<file path="src/rtl/jk_pkg.sv">
// Shared types and helpers for the JK target driver.
// Contents: FSM state enum, tries-counter width, per-bit JK excitation function.
// The excitation function takes the mode as an argument so both set/reset and
// toggle forms live in one place; the JK_TOGGLE_EN selection is made by jk_excite.
package jk_pkg;

  typedef enum logic [1:0] {
    IDLE  = 2'd0,
    DRIVE = 2'd1,
    CHECK = 2'd2
  } state_e;

  localparam int TRIES_W = 4;

  // Returns {j, k} for one flip-flop currently at q that must become t.
  // Set/reset form never produces j=k=1; toggle form uses j=k=1 for any change.
  function automatic logic [1:0] jk_bit(input logic toggle_mode, input logic q, input logic t);
    logic [1:0] r;
    if (toggle_mode) begin
      r = {q ^ t, q ^ t};
    end else begin
      r = {~q & t, q & ~t};
    end
    return r;
  endfunction

endpackage

</file>
<file path="src/rtl/jk_target_driver_if.sv">
// Bundle of target handshake, bank feedback and excitation lines.
// slave  : the driver (accepts targets, reads q_fb, produces j/k and status).
// master : the requester / bank side (issues targets, supplies q_fb).
interface jk_target_driver_if #(
  parameter int WIDTH = 4
);
  logic             tgt_valid;
  logic             tgt_ready;
  logic [WIDTH-1:0] tgt_data;
  logic [WIDTH-1:0] q_fb;
  logic [WIDTH-1:0] j;
  logic [WIDTH-1:0] k;
  logic             busy;
  logic             done;
  logic             err;

  modport slave (
    input  tgt_valid, tgt_data, q_fb,
    output tgt_ready, j, k, busy, done, err
  );

  modport master (
    output tgt_valid, tgt_data, q_fb,
    input  tgt_ready, j, k, busy, done, err
  );
endinterface

</file>
<file path="src/rtl/jk_excite.sv">
// Combinational per-bit JK excitation from current value q to target t.
// Ports: q, t in; j_next, k_next out (all WIDTH bits).
// Macro JK_TOGGLE_EN selects toggle form (j=k=1 on change); default is set/reset form.
module jk_excite
  import jk_pkg::*;
#(
  parameter int WIDTH = 4
) (
  input  logic [WIDTH-1:0] q,
  input  logic [WIDTH-1:0] t,
  output logic [WIDTH-1:0] j_next,
  output logic [WIDTH-1:0] k_next
);

`ifdef JK_TOGGLE_EN
  localparam logic TOGGLE_MODE = 1'b1;
`else
  localparam logic TOGGLE_MODE = 1'b0;
`endif

  always_comb begin
    j_next = '0;
    k_next = '0;
    for (int i = 0; i < WIDTH; i++) begin
      {j_next[i], k_next[i]} = jk_bit(TOGGLE_MODE, q[i], t[i]);
    end
  end

endmodule

</file>
<file path="src/rtl/jk_target_driver.sv">
// Drives J/K of an external JK bank until it reaches an accepted target, then
// pulses done, or pulses err after MAX_TRIES drive attempts without a match.
// Ports: clk, clear_n (async active-low), bus (jk_target_driver_if.slave):
//   tgt_valid/tgt_ready/tgt_data handshake, q_fb feedback, registered j/k,
//   busy (state != IDLE), done/err one-cycle registered pulses.
// Timing: accept at E0 -> j/k valid E0..E1 -> CHECK compares q_fb at E2 -> done in E2..E3.
// Optional macro JK_TOGGLE_EN (handled in jk_excite) selects toggle excitation.
module jk_target_driver
  import jk_pkg::*;
#(
  parameter int WIDTH     = 4,
  parameter int MAX_TRIES = 3
) (
  input logic              clk,
  input logic              clear_n,
  jk_target_driver_if.slave bus
);

  localparam logic [TRIES_W-1:0] MAX_T = TRIES_W'(MAX_TRIES);

  state_e               state_q, state_d;
  logic [WIDTH-1:0]     tgt_q, tgt_d;
  logic [WIDTH-1:0]     j_q, j_d, k_q, k_d;
  logic [TRIES_W-1:0]   tries_q, tries_d;
  logic                 done_q, done_d, err_q, err_d;

  logic                 accept;
  logic                 match;
  logic                 retry;
  logic [WIDTH-1:0]     ex_t, ex_j, ex_k;

  assign accept = bus.tgt_valid && (state_q == IDLE);
  assign match  = (bus.q_fb == tgt_q);
  assign retry  = (state_q == CHECK) && !match && (tries_q < MAX_T);

  // One excitation instance serves both acceptance (fresh tgt_data) and
  // retries (latched target); q_fb is only consumed in those two cases.
  assign ex_t = (state_q == IDLE) ? bus.tgt_data : tgt_q;

  jk_excite #(.WIDTH(WIDTH)) u_excite (
    .q      (bus.q_fb),
    .t      (ex_t),
    .j_next (ex_j),
    .k_next (ex_k)
  );

  // State and datapath registers
  always_ff @(posedge clk or negedge clear_n) begin
    if (!clear_n) begin
      state_q <= IDLE;
      tgt_q   <= '0;
      tries_q <= '0;
      j_q     <= '0;
      k_q     <= '0;
      done_q  <= 1'b0;
      err_q   <= 1'b0;
    end else begin
      state_q <= state_d;
      tgt_q   <= tgt_d;
      tries_q <= tries_d;
      j_q     <= j_d;
      k_q     <= k_d;
      done_q  <= done_d;
      err_q   <= err_d;
    end
  end

  // Next-state logic
  always_comb begin
    state_d = state_q;
    case (state_q)
      IDLE:    if (accept) state_d = DRIVE;
      DRIVE:   state_d = CHECK;
      CHECK:   state_d = retry ? DRIVE : IDLE;
      default: state_d = IDLE;
    endcase
  end

  // Output / datapath next values
  always_comb begin
    tgt_d   = tgt_q;
    tries_d = tries_q;
    j_d     = '0;
    k_d     = '0;
    done_d  = 1'b0;
    err_d   = 1'b0;
    case (state_q)
      IDLE: begin
        if (accept) begin
          tgt_d   = bus.tgt_data;
          tries_d = TRIES_W'(1);
          j_d     = ex_j;
          k_d     = ex_k;
        end
      end
      CHECK: begin
        if (match) begin
          done_d = 1'b1;
        end else if (retry) begin
          tries_d = tries_q + TRIES_W'(1);
          j_d     = ex_j;
          k_d     = ex_k;
        end else begin
          err_d = 1'b1;
        end
      end
      default: ;
    endcase
  end

  assign bus.tgt_ready = (state_q == IDLE);
  assign bus.busy      = (state_q != IDLE);
  assign bus.j         = j_q;
  assign bus.k         = k_q;
  assign bus.done      = done_q;
  assign bus.err       = err_q;

endmodule
</file>
<file path="src/flat_wrapper.sv">
// flat-port wrapper written by rule: the top's interface ports become plain ports
module jk_target_driver_flat import jk_pkg::*;
#(
  parameter int WIDTH     = 4,
  parameter int MAX_TRIES = 3
)
  (clk, clear_n, bus_tgt_valid, bus_tgt_data, bus_q_fb, bus_tgt_ready, bus_j, bus_k, bus_busy, bus_done, bus_err);
  jk_target_driver_if #(.WIDTH(WIDTH)) bus_i ();
  input logic clk;
  input logic clear_n;
  input wire logic [$bits(bus_i.tgt_valid)-1:0] bus_tgt_valid;
  input wire logic [$bits(bus_i.tgt_data)-1:0] bus_tgt_data;
  input wire logic [$bits(bus_i.q_fb)-1:0] bus_q_fb;
  output wire logic [$bits(bus_i.tgt_ready)-1:0] bus_tgt_ready;
  output wire logic [$bits(bus_i.j)-1:0] bus_j;
  output wire logic [$bits(bus_i.k)-1:0] bus_k;
  output wire logic [$bits(bus_i.busy)-1:0] bus_busy;
  output wire logic [$bits(bus_i.done)-1:0] bus_done;
  output wire logic [$bits(bus_i.err)-1:0] bus_err;
  assign bus_i.tgt_valid = bus_tgt_valid;
  assign bus_i.tgt_data = bus_tgt_data;
  assign bus_i.q_fb = bus_q_fb;
  assign bus_tgt_ready = bus_i.tgt_ready;
  assign bus_j = bus_i.j;
  assign bus_k = bus_i.k;
  assign bus_busy = bus_i.busy;
  assign bus_done = bus_i.done;
  assign bus_err = bus_i.err;
  jk_target_driver #(.WIDTH(WIDTH), .MAX_TRIES(MAX_TRIES)) u_core (.clk(clk), .clear_n(clear_n), .bus(bus_i));
endmodule
</file>
<file path="config.mk">
export PLATFORM = sky130hd
export DESIGN_NAME = jk_target_driver_flat
export DESIGN_NICKNAME = d
export VERILOG_FILES = /design/src/rtl/jk_pkg.sv /design/src/rtl/jk_target_driver_if.sv /design/src/rtl/jk_excite.sv /design/src/rtl/jk_target_driver.sv /design/src/flat_wrapper.sv
export SDC_FILE = /design/constraint.sdc
export NUM_CORES = 1
export LEC_CHECK = 0
export ABC_AREA = 1
export CORE_MARGIN = 5
export CORE_UTILIZATION = 40
export DETAILED_ROUTE_END_ITERATION = 6
export PLACE_DENSITY = 0.67
export SLEW_MARGIN = 0
export SYNTH_ARGS = -nofsm -noshare
export SYNTH_HDL_FRONTEND = slang
export SYNTH_SLANG_ARGS = --single-unit
export TNS_END_PERCENT = 100
</file>
<file path="constraint.sdc">
create_clock -name clk -period 1.5 [get_ports clk]
set_input_delay 0.3 -clock clk [delete_from_list [all_inputs] [get_ports clk]]
set_output_delay 0.3 -clock clk [all_outputs]
set_load 0.02 [all_outputs]
</file>
# == Yosys cells after proc, flatten, opt, wreduce, memory -nomap -nowiden ==
# Cells that the tools add are included.
# totals
ff_bits,20
latch_bits,0
mem_bits_rw,0
rom_bits,0
output_inout_bits,12
word_cells,61
memories,0
# classes
n_addsub,1
multipliers,0
div_mod_pow,0
n_lt_le_gt_ge,1
eq_ne,6
shift,0
muxes,21
n_bitwise,16
n_reduce_logical,9
# op_table
operator,count
two-way mux 4 bit,10
one-hot mux 4 bit (2 select lines),3
bitwise AND 1 bit,8
inverter 1 bit,8
two-way mux 1 bit,6
one-hot mux 2 bit (3 select lines),1
"adder 4 x 1 -> 4 bit, second input constant",1
== test 4 bit,1
"less-than comparator 4 x 2 -> 1 bit, second input constant",1
"!= test 2 x 1 -> 1 bit, second input constant",2
AND reduction 4 bit,1
nonzero test 2 bit,2
logical AND 1 bit,3
"== test 2 x 1 -> 1 bit, second input constant",1
"== test 2 bit, second input constant",1
logical NOT 2 bit,1
two-way mux 2 bit,1
"!= test 2 bit, second input constant",1
AND reduction 2 bit,1
logical NOT 1 bit,1

# == Logic depth before layout (Yosys ltp) ==
# depth
word_depth,7
depth_mapped,9
depth_no_buf,9

# == Modules after synthesis ==
# A second synthesis with hierarchy kept.
# unflattened
hier_cells,121
area_unflattened_um2,965.9
# modules_own_cells
mod,instances,cells_each,area_per_inst_um2,seq_area_each_um2
jk_target_driver,1,105,905.9,500.5
jk_excite,1,16,60.1,0.0

# == Worst setup path before layout ==
# Ideal clock, no wire load.
# synth_timing
path_kind,register to register
from,reg u_core.tries_q[0]
to,reg u_core.tries_q[1]
setup_time_ns,0.116
arrival_time_ns,1.136
required_time_ns,1.384
path_slack_ns,0.247
stages_incl_launch_ff,7
path_cell_list,dfrtp_1 -> ha_1 -> nor3_1 -> nand3_2 -> buf_6 -> nand3_1 -> nand2_1
# synth_via
elab_chain_cells,4
# synth_lines
item,line,source
from (decl),jk_target_driver.sv:24,"logic [TRIES_W-1:0] tries_q, tries_d;"
from (signal assigned),jk_target_driver.sv:60,tries_q <= tries_d;
adder 4 x 1 -> 4 bit / less-than comparator 4 x 2 -> 1 bit (equally long branches),"jk_target_driver.sv:100, jk_target_driver.sv:34",
two-way mux 4 bit / logical AND 1 bit (equally long branches),"jk_target_driver.sv:99, jk_target_driver.sv:34",
two-way mux 4 bit / != test 2 x 1 -> 1 bit (equally long branches),-,
one-hot mux 4 bit (2 select lines) / AND reduction 4 bit (equally long branches),-,
# Parallel ways exist; a longest one is shown, timed or not. The select of a mux whose other input is x is not followed.
# A chain may end at the register's enable or synchronous reset.

# == Worst setup path after layout ==
# layout_timing
from,reg u_core.state_q[1]
to,out bus_tgt_ready
# layout_via
elab_chain_cells,1
# layout_lines
item,line,source
from (decl),jk_target_driver.sv:21,"state_e state_q, state_d;"
from (signal assigned),jk_target_driver.sv:58,state_q <= state_d;
logical NOT 2 bit,jk_target_driver.sv:111,assign bus.tgt_ready = (state_q == IDLE);
to (decl),flat_wrapper.sv:14,output wire logic [$bits(bus_i.tgt_ready)-1:0] bus_tgt_ready;
# Every way passes these cells.

==> results.json <==
{
  "place_hpwl_um": 1290,
  "viasPerCell": 4.21,
  "drt_iter0_markers": 17,
  "grt-ovfl-total": 0,
  "die_width_um": 57.4,
  "clk_path_buf_depth": 2,
  "initial_core_util_pct": 41.3,
  "hold_path_class": "in2async",
  "slew_headroom_pct": 83.1,
  "synth_fp_nets": 118,
  "drive_gt1_share_pct": 15.6,
  "ir_worst_vdd_v": 0.000934,
  "cp.required_ns": 1.20,
  "die-area_um2": 3290,
  "synthDominantCellAreaShare_pct": 55.8,
  "syn_area_um2": 897,
  "post-route-util_pct": 57.4,
  "final_hold_viol_count": 0,
  "critPathLaunchType": "flop",
  "grt_max_degree": 21,
  "syn2layout_area_growth_pct": 38.8,
  "synth_seq_area_share_pct": 55.8,
  "numCtsBuffers": 3,
  "grt_first_pass_wirelength_um": 3000,
  "drtPass1Iterations": 4,
  "final_common_cell": "nand2_1",
  "n_antenna_cell": 0,
  "critPathArrivalTime_ns": 1.14,
  "p_leak_uw": 0.000695,
  "fin_crit_sh_pct": 96.2,
  "wl_per_cell_um": 9.95,
  "yosysWarnings": 0,
  "pre_cts_ws_ns": -0.131,
  "clk_latency_ns": 0.29,
  "status": "complete, no violations",
  "power_density_nw_per_um2": 1760,
  "routed-via-count": 712,
  "setup_violations": 0,
  "end_kind": "output pin",
  "synth_area_leaders": "dfrtp_1 (56%), nand2_1 (13%), inv_1 (6.3%)",
  "cts_root_buffer": "clkbuf_4",
  "finalPower_uw": 2190,
  "synth_top_cell_by_area": "dfrtp_1",
  "min_period_ns": 1.44,
  "final_nets": 154,
  "fin_skew_ns": 0.00266,
  "maxCapViolCount": 0,
  "routed_wl_um": 1680,
  "cts_sinks": 20,
  "grt_pass1_vias": 704,
  "syn-instance-count": 106,
  "syn_avg_cell_area_um2": 8.46,
  "num_rows": 17,
  "die_h_um": 57.4,
  "io_buffers": 22,
  "drc_errors": 0,
  "cts-htree-levels": 1,
  "ant_nets": 0,
  "place.gp.congestion": 0.732,
  "core_area_um2": 2170,
  "rsz0062_at_grt": "no",
  "grt_use_total_pct": 11.7,
  "layout_common_cells": "nand2_1 (31), dfrtp_1 (20), inv_1 (15)",
  "fmax_mhz": 693,
  "crit_fanout": 4,
  "slew_viol_final": 0,
  "ioPinCount": 23,
  "ys_types": 16,
  "setup_ws_ns": 0.0576,
  "cts_tree": "yes",
  "r2r_slack_ns": 0.18,
  "antenna_found_initial": 0,
  "worst_slew_pin_slew_ns": 0.251,
  "ys_ff_latch": 20,
  "clkSlewWorstSetupHoldPaths_ns": 0.11,
  "crit_type": "reg2out"
}
power by group:
group / leakage (uW) / internal (uW) / switching (uW)
combinational: 0.000415 / 460 / 639
clock: 0.0000210 / 148 / 154
sequential: 0.000259 / 704 / 88.9
path summary, 6_finish.rpt:
path                              startpoint                 to  cells past startpoint
min reg2reg                u_core.tries_q[2]  u_core.tries_q[2]                      2
min                                  clear_n  u_core.tries_q[0]                      2
min in group clk           u_core.tries_q[2]  u_core.tries_q[2]                      2
max                        u_core.state_q[1]      bus_tgt_ready                      2
max reg2reg                u_core.state_q[1]    u_core.bus.k[1]                      6
max in group asynchronous            clear_n    u_core.bus.j[0]                      2
layout make-up:
class                      count  area, um2
multi-input combinational     68        323
timing repair buffer          34        294
inverter                      15       56.3
fill                         211        925
sequential                    20        500
tap                           28       35.0
clock buffer                   4       36.3
critical path, cell delays in order (launching register included):
cell	delay, ns
dfrtp_1	0.42
nor2_4	0.15
clkdlybuf4s15_2	0.28
through the flow:
| stage | hold slack, ns | instances | setup TNS (ns) | instance area (um2) |
|---|---|---|---|---|
| final | 0.329 | 169 | 0 | 1240 |
| after global routing | 0.352 | 169 | 0 | 1240 |
| after CTS | 0.334 | 169 | 0 | 1250 |
| after detailed placement | 0.493 | 164 | -1.23 | 1210 |
| after global placement | 0.492 | 164 | -0.911 | 1210 |
| after floorplan | 0.00441 | 106 | 0 | 897 |
registers in the layout, summed over array words and instances, names as in the netlist:
name / count
u_core.tgt_q: 4
u_core.state_q: 2
u_core.bus.j: 4
u_core.bus.err: 1
u_core.bus.k: 4
u_core.bus.done: 1
u_core.tries_q: 4
synth_stat cells:
cell,instances
buf_2,1
o21ai_1,1
ha_1,1
nand3_1,1
nor2_1,11
nand2_1,31
nor3_1,1
dfrtp_1,20
o21ai_0,4
nor2_2,1
inv_1,15
buf_6,2
a21oi_1,11
nand3_2,1
nand2_4,1
or2_1,4
kinds of logic (layout without fill, tap and decap cells):
logic type,count (synthesis),in the layout,share of synthesized area [%]
AND/OR/NAND/NOR,51,51,24.5
flip-flops,20,20,55.8
AO/OA/AOI/OAI,16,16,8.93
buffers and inverters,18,53,9.34
adder cells (fa/ha/maj),1,1,1.39
metal layers:
| layer | up-vias | wire, um | track usage [%] |
|---|---|---|---|
| li1 | 394 | - | - |
| met4 | 0 | 14 | 3.97 |
| met1 | 295 | 759 | 14.8 |
| met2 | 21 | 787 | 19.8 |
| met5 | - | 0 | 0 |
| met3 | 2 | 119 | 2.26 |
what timing repair did:
action / CTS / global route
pin swaps: 1 / 1
hold buffers: 0 / 0
resized for setup: 17 / 2
buffers inserted: 1 / 0
setup endpoints to repair: 12 / 11
Note: power is estimated with default switching activity, not from simulation.
